<file path="config.mk">
export PLATFORM = sky130hd
export DESIGN_NAME = regfile_write_scheduler_flat
export DESIGN_NICKNAME = d
export VERILOG_FILES = /design/src/rtl/regfile_write_scheduler_pkg.sv /design/src/rtl/regfile_write_scheduler_if.sv /design/src/rtl/regfile_ws_buffer.sv /design/src/rtl/regfile_write_scheduler.sv /design/src/flat_wrapper.sv
export SDC_FILE = /design/constraint.sdc
export NUM_CORES = 1
export LEC_CHECK = 0
export BUFFER_PORTS_ARGS = -buffer_cell sky130_fd_sc_hd__buf_4
export CAP_MARGIN = 20
export CORE_MARGIN = 2
export CORE_UTILIZATION = 25
export CTS_CLUSTER_SIZE = 10
export DETAILED_ROUTE_END_ITERATION = 8
export GPL_TIMING_DRIVEN = 0
export HOLD_SLACK_MARGIN = 0.06
export SLEW_MARGIN = 20
export SYNTH_ARGS = -nofsm -noshare
export SYNTH_HDL_FRONTEND = slang
export SYNTH_SLANG_ARGS = --single-unit
</file>
<file path="constraint.sdc">
create_clock -name clk -period 3.4 [get_ports clk]
set_input_delay 0.17 -clock clk [delete_from_list [all_inputs] [get_ports clk]]
set_output_delay 0.17 -clock clk [all_outputs]
set_load 0.005 [all_outputs]
</file>
<file path="src/rtl/regfile_write_scheduler_pkg.sv">
// Shared types and constants for the register-file write scheduler.
package regfile_write_scheduler_pkg;

  localparam logic [4:0] REG_ZERO  = 5'd0;
  localparam int         WR_DATA_W = 32;

  typedef enum logic [1:0] {
    EMPTY = 2'd0,
    PART  = 2'd1,
    FULL  = 2'd2
  } buf_state_e;

  // Write request as seen on any writeback source, at the default data width.
  typedef struct packed {
    logic                 valid;
    logic [4:0]           addr;
    logic [WR_DATA_W-1:0] data;
  } wr_req_t;

endpackage

</file>
<file path="src/rtl/regfile_write_scheduler_if.sv">
// Bus bundle for the register-file write scheduler: ALU and load writeback
// requests, the single register-file write port, and the hazard lookup.
interface regfile_write_scheduler_if #(
  parameter int d_size = 32
);
  logic              alu_wr_valid;
  logic [4:0]        alu_wr_addr;
  logic [d_size-1:0] alu_wr_data;
  logic              alu_wr_ready;
  logic              ld_wr_valid;
  logic [4:0]        ld_wr_addr;
  logic [d_size-1:0] ld_wr_data;
  logic              rf_we;
  logic [4:0]        rf_waddr;
  logic [d_size-1:0] rf_wdata;
  logic [4:0]        q_rs;
  logic [4:0]        q_rt;
  logic              hz_rs;
  logic              hz_rt;
  logic [d_size-1:0] byp_rs;
  logic [d_size-1:0] byp_rt;
  logic [15:0]       conflict_cnt;

  modport master (
    output alu_wr_valid, alu_wr_addr, alu_wr_data, ld_wr_valid, ld_wr_addr,
           ld_wr_data, q_rs, q_rt,
    input  alu_wr_ready, rf_we, rf_waddr, rf_wdata, hz_rs, hz_rt, byp_rs,
           byp_rt, conflict_cnt
  );

  modport slave (
    input  alu_wr_valid, alu_wr_addr, alu_wr_data, ld_wr_valid, ld_wr_addr,
           ld_wr_data, q_rs, q_rt,
    output alu_wr_ready, rf_we, rf_waddr, rf_wdata, hz_rs, hz_rt, byp_rs,
           byp_rt, conflict_cnt
  );
endinterface

</file>
<file path="src/rtl/regfile_ws_buffer.sv">
// ALU-write holding FIFO with per-entry address invalidate and a
// youngest-match lookup for hazard/bypass queries.
module regfile_ws_buffer
  import regfile_write_scheduler_pkg::*;
#(
  parameter int d_size    = 32,
  parameter int buf_depth = 2
) (
  input  logic              clk,
  input  logic              rst,
  input  logic              enq,
  input  logic [4:0]        enq_addr,
  input  logic [d_size-1:0] enq_data,
  input  logic              deq,
  input  logic              inv_en,
  input  logic [4:0]        inv_addr,
  output logic              head_vld,
  output logic [4:0]        head_addr,
  output logic [d_size-1:0] head_data,
  output buf_state_e        state,
  input  logic [4:0]        q_rs,
  input  logic [4:0]        q_rt,
  output logic              hit_rs,
  output logic              hit_rt,
  output logic [d_size-1:0] dat_rs,
  output logic [d_size-1:0] dat_rt
);
  localparam int PW = (buf_depth > 1) ? $clog2(buf_depth) : 1;
  localparam int CW = $clog2(buf_depth + 1);

  logic [buf_depth-1:0] valid_q, valid_d;
  logic [4:0]           addr_q [buf_depth];
  logic [4:0]           addr_d [buf_depth];
  logic [d_size-1:0]    data_q [buf_depth];
  logic [d_size-1:0]    data_d [buf_depth];
  logic [PW-1:0]        rd_ptr_q, rd_ptr_d, wr_ptr_q, wr_ptr_d;
  logic [CW-1:0]        cnt_q, cnt_d;
  buf_state_e           state_q, state_d;

  function automatic logic [PW-1:0] ptr_inc(input logic [PW-1:0] p);
    return (p == PW'(buf_depth - 1)) ? '0 : p + PW'(1);
  endfunction

  // Slot holding the entry 'off' positions younger than the head.
  function automatic logic [PW-1:0] slot(input logic [PW-1:0] base, input int off);
    int s;
    s = int'({1'b0, base}) + off;
    if (s >= buf_depth) s = s - buf_depth;
    return PW'(s);
  endfunction

  // Entry storage: invalidate on load match, retire head, append tail.
  always_comb begin
    valid_d  = valid_q;
    addr_d   = addr_q;
    data_d   = data_q;
    rd_ptr_d = rd_ptr_q;
    wr_ptr_d = wr_ptr_q;
    for (int i = 0; i < buf_depth; i++) begin
      if (inv_en && valid_q[i] && (addr_q[i] == inv_addr)) valid_d[i] = 1'b0;
    end
    if (deq) begin
      valid_d[rd_ptr_q] = 1'b0;
      rd_ptr_d          = ptr_inc(rd_ptr_q);
    end
    if (enq) begin
      valid_d[wr_ptr_q] = 1'b1;
      addr_d[wr_ptr_q]  = enq_addr;
      data_d[wr_ptr_q]  = enq_data;
      wr_ptr_d          = ptr_inc(wr_ptr_q);
    end
  end

  // Occupancy FSM: follows the net of enqueue minus dequeue.
  always_comb begin
    cnt_d   = cnt_q;
    state_d = state_q;
    if (enq && !deq)      cnt_d = cnt_q + CW'(1);
    else if (!enq && deq) cnt_d = cnt_q - CW'(1);
    case (state_q)
      EMPTY: if (enq && !deq) state_d = (buf_depth == 1) ? FULL : PART;
      PART: begin
        if (enq && !deq && (cnt_q == CW'(buf_depth - 1)))  state_d = FULL;
        else if (!enq && deq && (cnt_q == CW'(1)))         state_d = EMPTY;
      end
      FULL:    if (!enq && deq) state_d = (buf_depth == 1) ? EMPTY : PART;
      default: state_d = EMPTY;
    endcase
  end

  // Control state with reset; entry payload is plain storage.
  always_ff @(posedge clk) begin
    if (!rst) begin
      valid_q  <= '0;
      rd_ptr_q <= '0;
      wr_ptr_q <= '0;
      cnt_q    <= '0;
      state_q  <= EMPTY;
    end else begin
      valid_q  <= valid_d;
      rd_ptr_q <= rd_ptr_d;
      wr_ptr_q <= wr_ptr_d;
      cnt_q    <= cnt_d;
      state_q  <= state_d;
    end
  end

  // Payload registers, written only through the enqueue path.
  always_ff @(posedge clk) begin
    addr_q <= addr_d;
    data_q <= data_d;
  end

  // Youngest-match lookup: walk oldest to youngest, later hits override.
  always_comb begin
    hit_rs = 1'b0;
    hit_rt = 1'b0;
    dat_rs = '0;
    dat_rt = '0;
    for (int i = 0; i < buf_depth; i++) begin
      if (valid_q[slot(rd_ptr_q, i)] && (addr_q[slot(rd_ptr_q, i)] == q_rs) && (q_rs != REG_ZERO)) begin
        hit_rs = 1'b1;
        dat_rs = data_q[slot(rd_ptr_q, i)];
      end
      if (valid_q[slot(rd_ptr_q, i)] && (addr_q[slot(rd_ptr_q, i)] == q_rt) && (q_rt != REG_ZERO)) begin
        hit_rt = 1'b1;
        dat_rt = data_q[slot(rd_ptr_q, i)];
      end
    end
  end

  assign head_vld  = valid_q[rd_ptr_q];
  assign head_addr = addr_q[rd_ptr_q];
  assign head_data = data_q[rd_ptr_q];
  assign state     = state_q;

endmodule

</file>
<file path="src/rtl/regfile_write_scheduler.sv">
// Register-file write scheduler: arbitrates load returns and ALU writebacks
// onto one registered write port, buffering ALU writes that lose arbitration.
// Optional feature macro: REGFILE_WS_BYPASS_EN (forward pending data on byp_*).
module regfile_write_scheduler
  import regfile_write_scheduler_pkg::*;
#(
  parameter int d_size    = 32,
  parameter int depth     = 32,
  parameter int buf_depth = 2
) (
  input  logic                     clk,
  input  logic                     rst,
  regfile_write_scheduler_if.slave bus
);
  logic              alu_ready, ld_issue, alu_live, bypass, enq, deq, head_wr;
  logic              head_vld, buf_hit_rs, buf_hit_rt, rf_hit_rs, rf_hit_rt;
  logic [4:0]        head_addr;
  logic [d_size-1:0] head_data, buf_dat_rs, buf_dat_rt;
  buf_state_e        buf_state;

  logic              rf_we_q, rf_we_d;
  logic [4:0]        rf_waddr_q, rf_waddr_d;
  logic [d_size-1:0] rf_wdata_q, rf_wdata_d;
  logic [15:0]       conflict_q, conflict_d;

  // Writes to r0 or beyond the register file are accepted and discarded.
  function automatic logic reg_live(input logic [4:0] a);
    return (a != REG_ZERO) && (int'({27'd0, a}) < depth);
  endfunction

  // Arbitration: load first, then buffered head, then a direct ALU bypass.
  // An ALU write hitting the same register as a concurrent load loses to it.
  always_comb begin
    alu_ready = rst && (buf_state != FULL);
    ld_issue  = bus.ld_wr_valid && reg_live(bus.ld_wr_addr);
    alu_live  = bus.alu_wr_valid && alu_ready && reg_live(bus.alu_wr_addr)
                && !(ld_issue && (bus.alu_wr_addr == bus.ld_wr_addr));
    bypass    = alu_live && (buf_state == EMPTY) && !bus.ld_wr_valid;
    enq       = alu_live && !bypass;
    deq       = (buf_state != EMPTY) && (!head_vld || !ld_issue);
    head_wr   = deq && head_vld;
  end

  regfile_ws_buffer #(
    .d_size    (d_size),
    .buf_depth (buf_depth)
  ) u_buf (
    .clk       (clk),
    .rst       (rst),
    .enq       (enq),
    .enq_addr  (bus.alu_wr_addr),
    .enq_data  (bus.alu_wr_data),
    .deq       (deq),
    .inv_en    (ld_issue),
    .inv_addr  (bus.ld_wr_addr),
    .head_vld  (head_vld),
    .head_addr (head_addr),
    .head_data (head_data),
    .state     (buf_state),
    .q_rs      (bus.q_rs),
    .q_rt      (bus.q_rt),
    .hit_rs    (buf_hit_rs),
    .hit_rt    (buf_hit_rt),
    .dat_rs    (buf_dat_rs),
    .dat_rt    (buf_dat_rt)
  );

  // Next write-port contents and saturating conflict counter.
  always_comb begin
    rf_we_d    = 1'b0;
    rf_waddr_d = rf_waddr_q;
    rf_wdata_d = rf_wdata_q;
    if (ld_issue) begin
      rf_we_d    = 1'b1;
      rf_waddr_d = bus.ld_wr_addr;
      rf_wdata_d = bus.ld_wr_data;
    end else if (head_wr) begin
      rf_we_d    = 1'b1;
      rf_waddr_d = head_addr;
      rf_wdata_d = head_data;
    end else if (bypass) begin
      rf_we_d    = 1'b1;
      rf_waddr_d = bus.alu_wr_addr;
      rf_wdata_d = bus.alu_wr_data;
    end
    conflict_d = conflict_q;
    if (bus.ld_wr_valid && bus.alu_wr_valid && (conflict_q != 16'hFFFF))
      conflict_d = conflict_q + 16'd1;
  end

  // Registered write port and counter; reset discards any pending write.
  always_ff @(posedge clk) begin
    if (!rst) begin
      rf_we_q    <= 1'b0;
      rf_waddr_q <= '0;
      rf_wdata_q <= '0;
      conflict_q <= '0;
    end else begin
      rf_we_q    <= rf_we_d;
      rf_waddr_q <= rf_waddr_d;
      rf_wdata_q <= rf_wdata_d;
      conflict_q <= conflict_d;
    end
  end

  // Hazard flags and forwarding; the write-port stage counts as youngest.
  always_comb begin
    rf_hit_rs = rf_we_q && (rf_waddr_q == bus.q_rs) && (bus.q_rs != REG_ZERO);
    rf_hit_rt = rf_we_q && (rf_waddr_q == bus.q_rt) && (bus.q_rt != REG_ZERO);
    bus.hz_rs = rst && (rf_hit_rs || buf_hit_rs);
    bus.hz_rt = rst && (rf_hit_rt || buf_hit_rt);
`ifdef REGFILE_WS_BYPASS_EN
    bus.byp_rs = '0;
    bus.byp_rt = '0;
    if (rst) begin
      if (rf_hit_rs)       bus.byp_rs = rf_wdata_q;
      else if (buf_hit_rs) bus.byp_rs = buf_dat_rs;
      if (rf_hit_rt)       bus.byp_rt = rf_wdata_q;
      else if (buf_hit_rt) bus.byp_rt = buf_dat_rt;
    end
`else
    bus.byp_rs = '0;
    bus.byp_rt = '0;
`endif
  end

`ifndef REGFILE_WS_BYPASS_EN
  logic unused_byp;
  assign unused_byp = ^{buf_dat_rs, buf_dat_rt};
`endif

  assign bus.alu_wr_ready = alu_ready;
  assign bus.rf_we        = rf_we_q;
  assign bus.rf_waddr     = rf_waddr_q;
  assign bus.rf_wdata     = rf_wdata_q;
  assign bus.conflict_cnt = conflict_q;

endmodule

</file>
<file path="src/flat_wrapper.sv">
// flat-port wrapper written by rule: the top's interface ports become plain ports
module regfile_write_scheduler_flat import regfile_write_scheduler_pkg::*;
#(
  parameter int d_size    = 32,
  parameter int depth     = 32,
  parameter int buf_depth = 2
)
  (clk, rst, bus_alu_wr_valid, bus_alu_wr_addr, bus_alu_wr_data, bus_ld_wr_valid, bus_ld_wr_addr, bus_ld_wr_data, bus_q_rs, bus_q_rt, bus_alu_wr_ready, bus_rf_we, bus_rf_waddr, bus_rf_wdata, bus_hz_rs, bus_hz_rt, bus_byp_rs, bus_byp_rt, bus_conflict_cnt);
  regfile_write_scheduler_if #(.d_size(d_size)) bus_i ();
  input  logic clk;
  input  logic rst;
  input wire logic [$bits(bus_i.alu_wr_valid)-1:0] bus_alu_wr_valid;
  input wire logic [$bits(bus_i.alu_wr_addr)-1:0] bus_alu_wr_addr;
  input wire logic [$bits(bus_i.alu_wr_data)-1:0] bus_alu_wr_data;
  input wire logic [$bits(bus_i.ld_wr_valid)-1:0] bus_ld_wr_valid;
  input wire logic [$bits(bus_i.ld_wr_addr)-1:0] bus_ld_wr_addr;
  input wire logic [$bits(bus_i.ld_wr_data)-1:0] bus_ld_wr_data;
  input wire logic [$bits(bus_i.q_rs)-1:0] bus_q_rs;
  input wire logic [$bits(bus_i.q_rt)-1:0] bus_q_rt;
  output wire logic [$bits(bus_i.alu_wr_ready)-1:0] bus_alu_wr_ready;
  output wire logic [$bits(bus_i.rf_we)-1:0] bus_rf_we;
  output wire logic [$bits(bus_i.rf_waddr)-1:0] bus_rf_waddr;
  output wire logic [$bits(bus_i.rf_wdata)-1:0] bus_rf_wdata;
  output wire logic [$bits(bus_i.hz_rs)-1:0] bus_hz_rs;
  output wire logic [$bits(bus_i.hz_rt)-1:0] bus_hz_rt;
  output wire logic [$bits(bus_i.byp_rs)-1:0] bus_byp_rs;
  output wire logic [$bits(bus_i.byp_rt)-1:0] bus_byp_rt;
  output wire logic [$bits(bus_i.conflict_cnt)-1:0] bus_conflict_cnt;
  assign bus_i.alu_wr_valid = bus_alu_wr_valid;
  assign bus_i.alu_wr_addr = bus_alu_wr_addr;
  assign bus_i.alu_wr_data = bus_alu_wr_data;
  assign bus_i.ld_wr_valid = bus_ld_wr_valid;
  assign bus_i.ld_wr_addr = bus_ld_wr_addr;
  assign bus_i.ld_wr_data = bus_ld_wr_data;
  assign bus_i.q_rs = bus_q_rs;
  assign bus_i.q_rt = bus_q_rt;
  assign bus_alu_wr_ready = bus_i.alu_wr_ready;
  assign bus_rf_we = bus_i.rf_we;
  assign bus_rf_waddr = bus_i.rf_waddr;
  assign bus_rf_wdata = bus_i.rf_wdata;
  assign bus_hz_rs = bus_i.hz_rs;
  assign bus_hz_rt = bus_i.hz_rt;
  assign bus_byp_rs = bus_i.byp_rs;
  assign bus_byp_rt = bus_i.byp_rt;
  assign bus_conflict_cnt = bus_i.conflict_cnt;
  regfile_write_scheduler #(.d_size(d_size), .depth(depth), .buf_depth(buf_depth)) u_core (.clk(clk), .rst(rst), .bus(bus_i));
endmodule
</file>
==> reports/qor.yml <==
status: "complete, no violations"
globalRouteOverflowTotal: 0
avgSynthCellArea_um2: 10.35
tightest_slew_ns: 0.9272
power.density_nw_per_um2: 431.7
place_hpwl_um: 14950
timing.final.crit_share_pct: 80.49
synth_top_area_share_pct: 31.44
cp.required_ns: 3.23
drtIter0Drc: 426
max-slew-margin-rel_pct: 38.18
start_kind: "flip-flop"
ios: 209
fmax_ghz: 0.3654
coreArea_um2: 27780
synth_edf_count: 74
synth_seq_cells: 136
ys.flop_type: "edfxtp_1"
dr_total_vias: 5902
rows: 61
period_minus_slack_ns: 2.737
nets: 1054
cap_violations: 0
maxSlewViolCount: 0
synth_cells: 683
synth.area.top_cells: "edfxtp_1 (31%), dfxtp_1 (18%), buf_4 (7.8%)"
numCtsBuffers: 17
critical_path.max_fanout: 10
firstDrtPassIters: 5
cellLeakagePower_uw: 0.003904
dp_cells: 1264
final_core_util_pct: 36.03
grtUsageTotal_pct: 14.32
vdd_drop_max_mv: 0.2669
yosysTopAreaCell: "edfxtp_1"
grt_pass1_wl_um: 32130
grt_antenna_before_repair: 1
async_flop_share_pct: 0
h-tree-depth: 4
drc: 0
die_w_um: 172.1
setup_violations: 0
synthTopCellsByCount: "nand2_1 (91), edfxtp_1 (74), buf_4 (73)"
syn_to_final_growth_pct: 41.60
cts_setup_buffers: 0
io_buffers: 138
crit_type: "reg -> out"
grt_max_degree: 23
vias_per_cell: 4.359
synth-seq-area-share_pct: 49.00
final.setup.tns_ns: 0
dieArea_um2: 29630
tritoncts: "done"
r2r-start: "u_core.u_buf.state[0]"
drive_above_1_share_pct: 29.13
yosys.cell_types.count: 53
ant_nets: 0
cp.arrival_ns: 2.57
grt_pass1_vias: 5631
die_y_um: 172.1
clockRootBuffer: "clkbuf_16"
end_kind: "output port"
hold_path.class: "in -> reg"
start_util_pct: 25.44
clk_path_buf_depth: 2
tritoncts_num_sinks: 136
wl_per_cell_um: 15.46
clk_latency_ns: 0.43
crit_start: "u_core.u_buf.rd_ptr_q"
synth.most_common_cell: "nand2_1"
netlist_area_um2: 7068
setup_slack_ns: 0.6634
ys_warn_count: 0
rsz0062_at_grt: "no"
final_cells: 1354
gp_congestion: 0.8212
holdCritStartpoint: "bus_ld_wr_data[30]"
dp_slack_ns: 0.6810
drt_wl_total_um: 20940
hold_violations: 0
clock_skew_ns: 0.01329
cts.clk_slew.worst_paths_ns: 0.06
[cell usage in the layout, fill, tap and decap left out, types with 7 or more instances in the layout]
cell / count
a21oi_1: 13
a311oi_1: 24
a311oi_2: 10
buf_2: 16
buf_4: 211
clkbuf_1: 17
clkbuf_16: 17
conb_1: 64
dfxtp_1: 62
dlygate4sd3_1: 57
edfxtp_1: 74
mux2i_1: 47
nand2_1: 91
nand3_1: 48
nor2_1: 23
nor3_1: 7
o211ai_1: 7
o21ai_0: 19
o21ai_1: 22
xnor2_1: 35
xor2_1: 22
[cell families (layout without fill, tap and decap cells)]
group	count (synthesis)	in the layout	share of synthesized area [%]
simple gates	202	202	13.22
flops	136	136	49.00
compound gates	120	120	12.66
buf+inv	115	344	10.48
xor+xnor	57	57	7.063
mux	48	48	6.815
fa+ha+maj	4	4	0.7081
other cells	1	65	0.05306
[what timing repair did]
item / CTS / global route
hold buffers: 57 / 0
hold endpoints to repair: 108 / 0
resized for setup: 0 / 0
[metrics by stage]
stage               power (uW)  cell area (um2)  hold WS, ns
global route              4511            10010      0.08693
global placement          2488             8813       0.3668
finish                    4321            10010      0.08820
CTS                       4368            10010      0.06526
floorplan                 2231             7305       0.2689
detailed placement        2498             8869       0.3687
[worst paths after layout]
path	endpoint	slack, ns	cells past startpoint
setup / recovery	bus_hz_rs	0.66	8
hold / removal	u_core.bus.rf_wdata[30]	0.09	3
setup reg to reg	u_core.u_buf.data_q[4]	0.89	6
hold reg to reg	u_core.u_buf.cnt_q[1]	0.47	2
[sequential cells by signal (all words and copies together) (netlist names)]
register,cells
u_core.bus.conflict_cnt,16
u_core.bus.rf_waddr,5
u_core.bus.rf_wdata,32
u_core.u_buf.wr_ptr_q,1
u_core.u_buf.cnt_q,2
u_core.u_buf.rd_ptr_q,1
u_core.u_buf.data_q,64
u_core.u_buf.valid_q,2
u_core.u_buf.state,2
u_core.bus.rf_we,1
u_core.u_buf.addr_q,10
[power breakdown]
| part | switching (uW) | internal, uW |
|---|---|---|
| Combinational | 332 | 341 |
| Sequential | 45.4 | 1800 |
| Clock | 809 | 990 |
[cell type report]
type / count / area [um2]
fillers: 2835 / 17770
plain buffers: 108 / 714.4
clock buffers: 18 / 439.2
well taps: 378 / 473.0
clock inverters: 14 / 127.6
diodes: 1 / 2.502
repair buffers: 197 / 1647
flip-flops and latches: 136 / 3463
inverters: 7 / 26.28
multi-input cells: 495 / 3115
[worst max-delay path, cell delays in order, from the launching register on]
cell and delay [ns]:
dfxtp_1 0.30, buf_2 0.28, buf_2 0.37, mux2i_1 0.46
xnor2_1 0.12, nor4_1 0.17, nand2_1 0.09, a31oi_1 0.21
buf_4 0.14
[routing by layer]
| layer | GRT usage (%) | vias to the layer above | share of wire [%] |
|---|---|---|---|
| li1 | - | 2900 | - |
| met1 | 19.55 | 2743 | 46 |
| met2 | 22.46 | 246 | 45 |
| met3 | 4.097 | 13 | 8.3 |
| met4 | 3.215 | 0 | 0.71 |
| met5 | 0 | - | 0 |
Note: power is estimated with default switching activity, not from simulation.
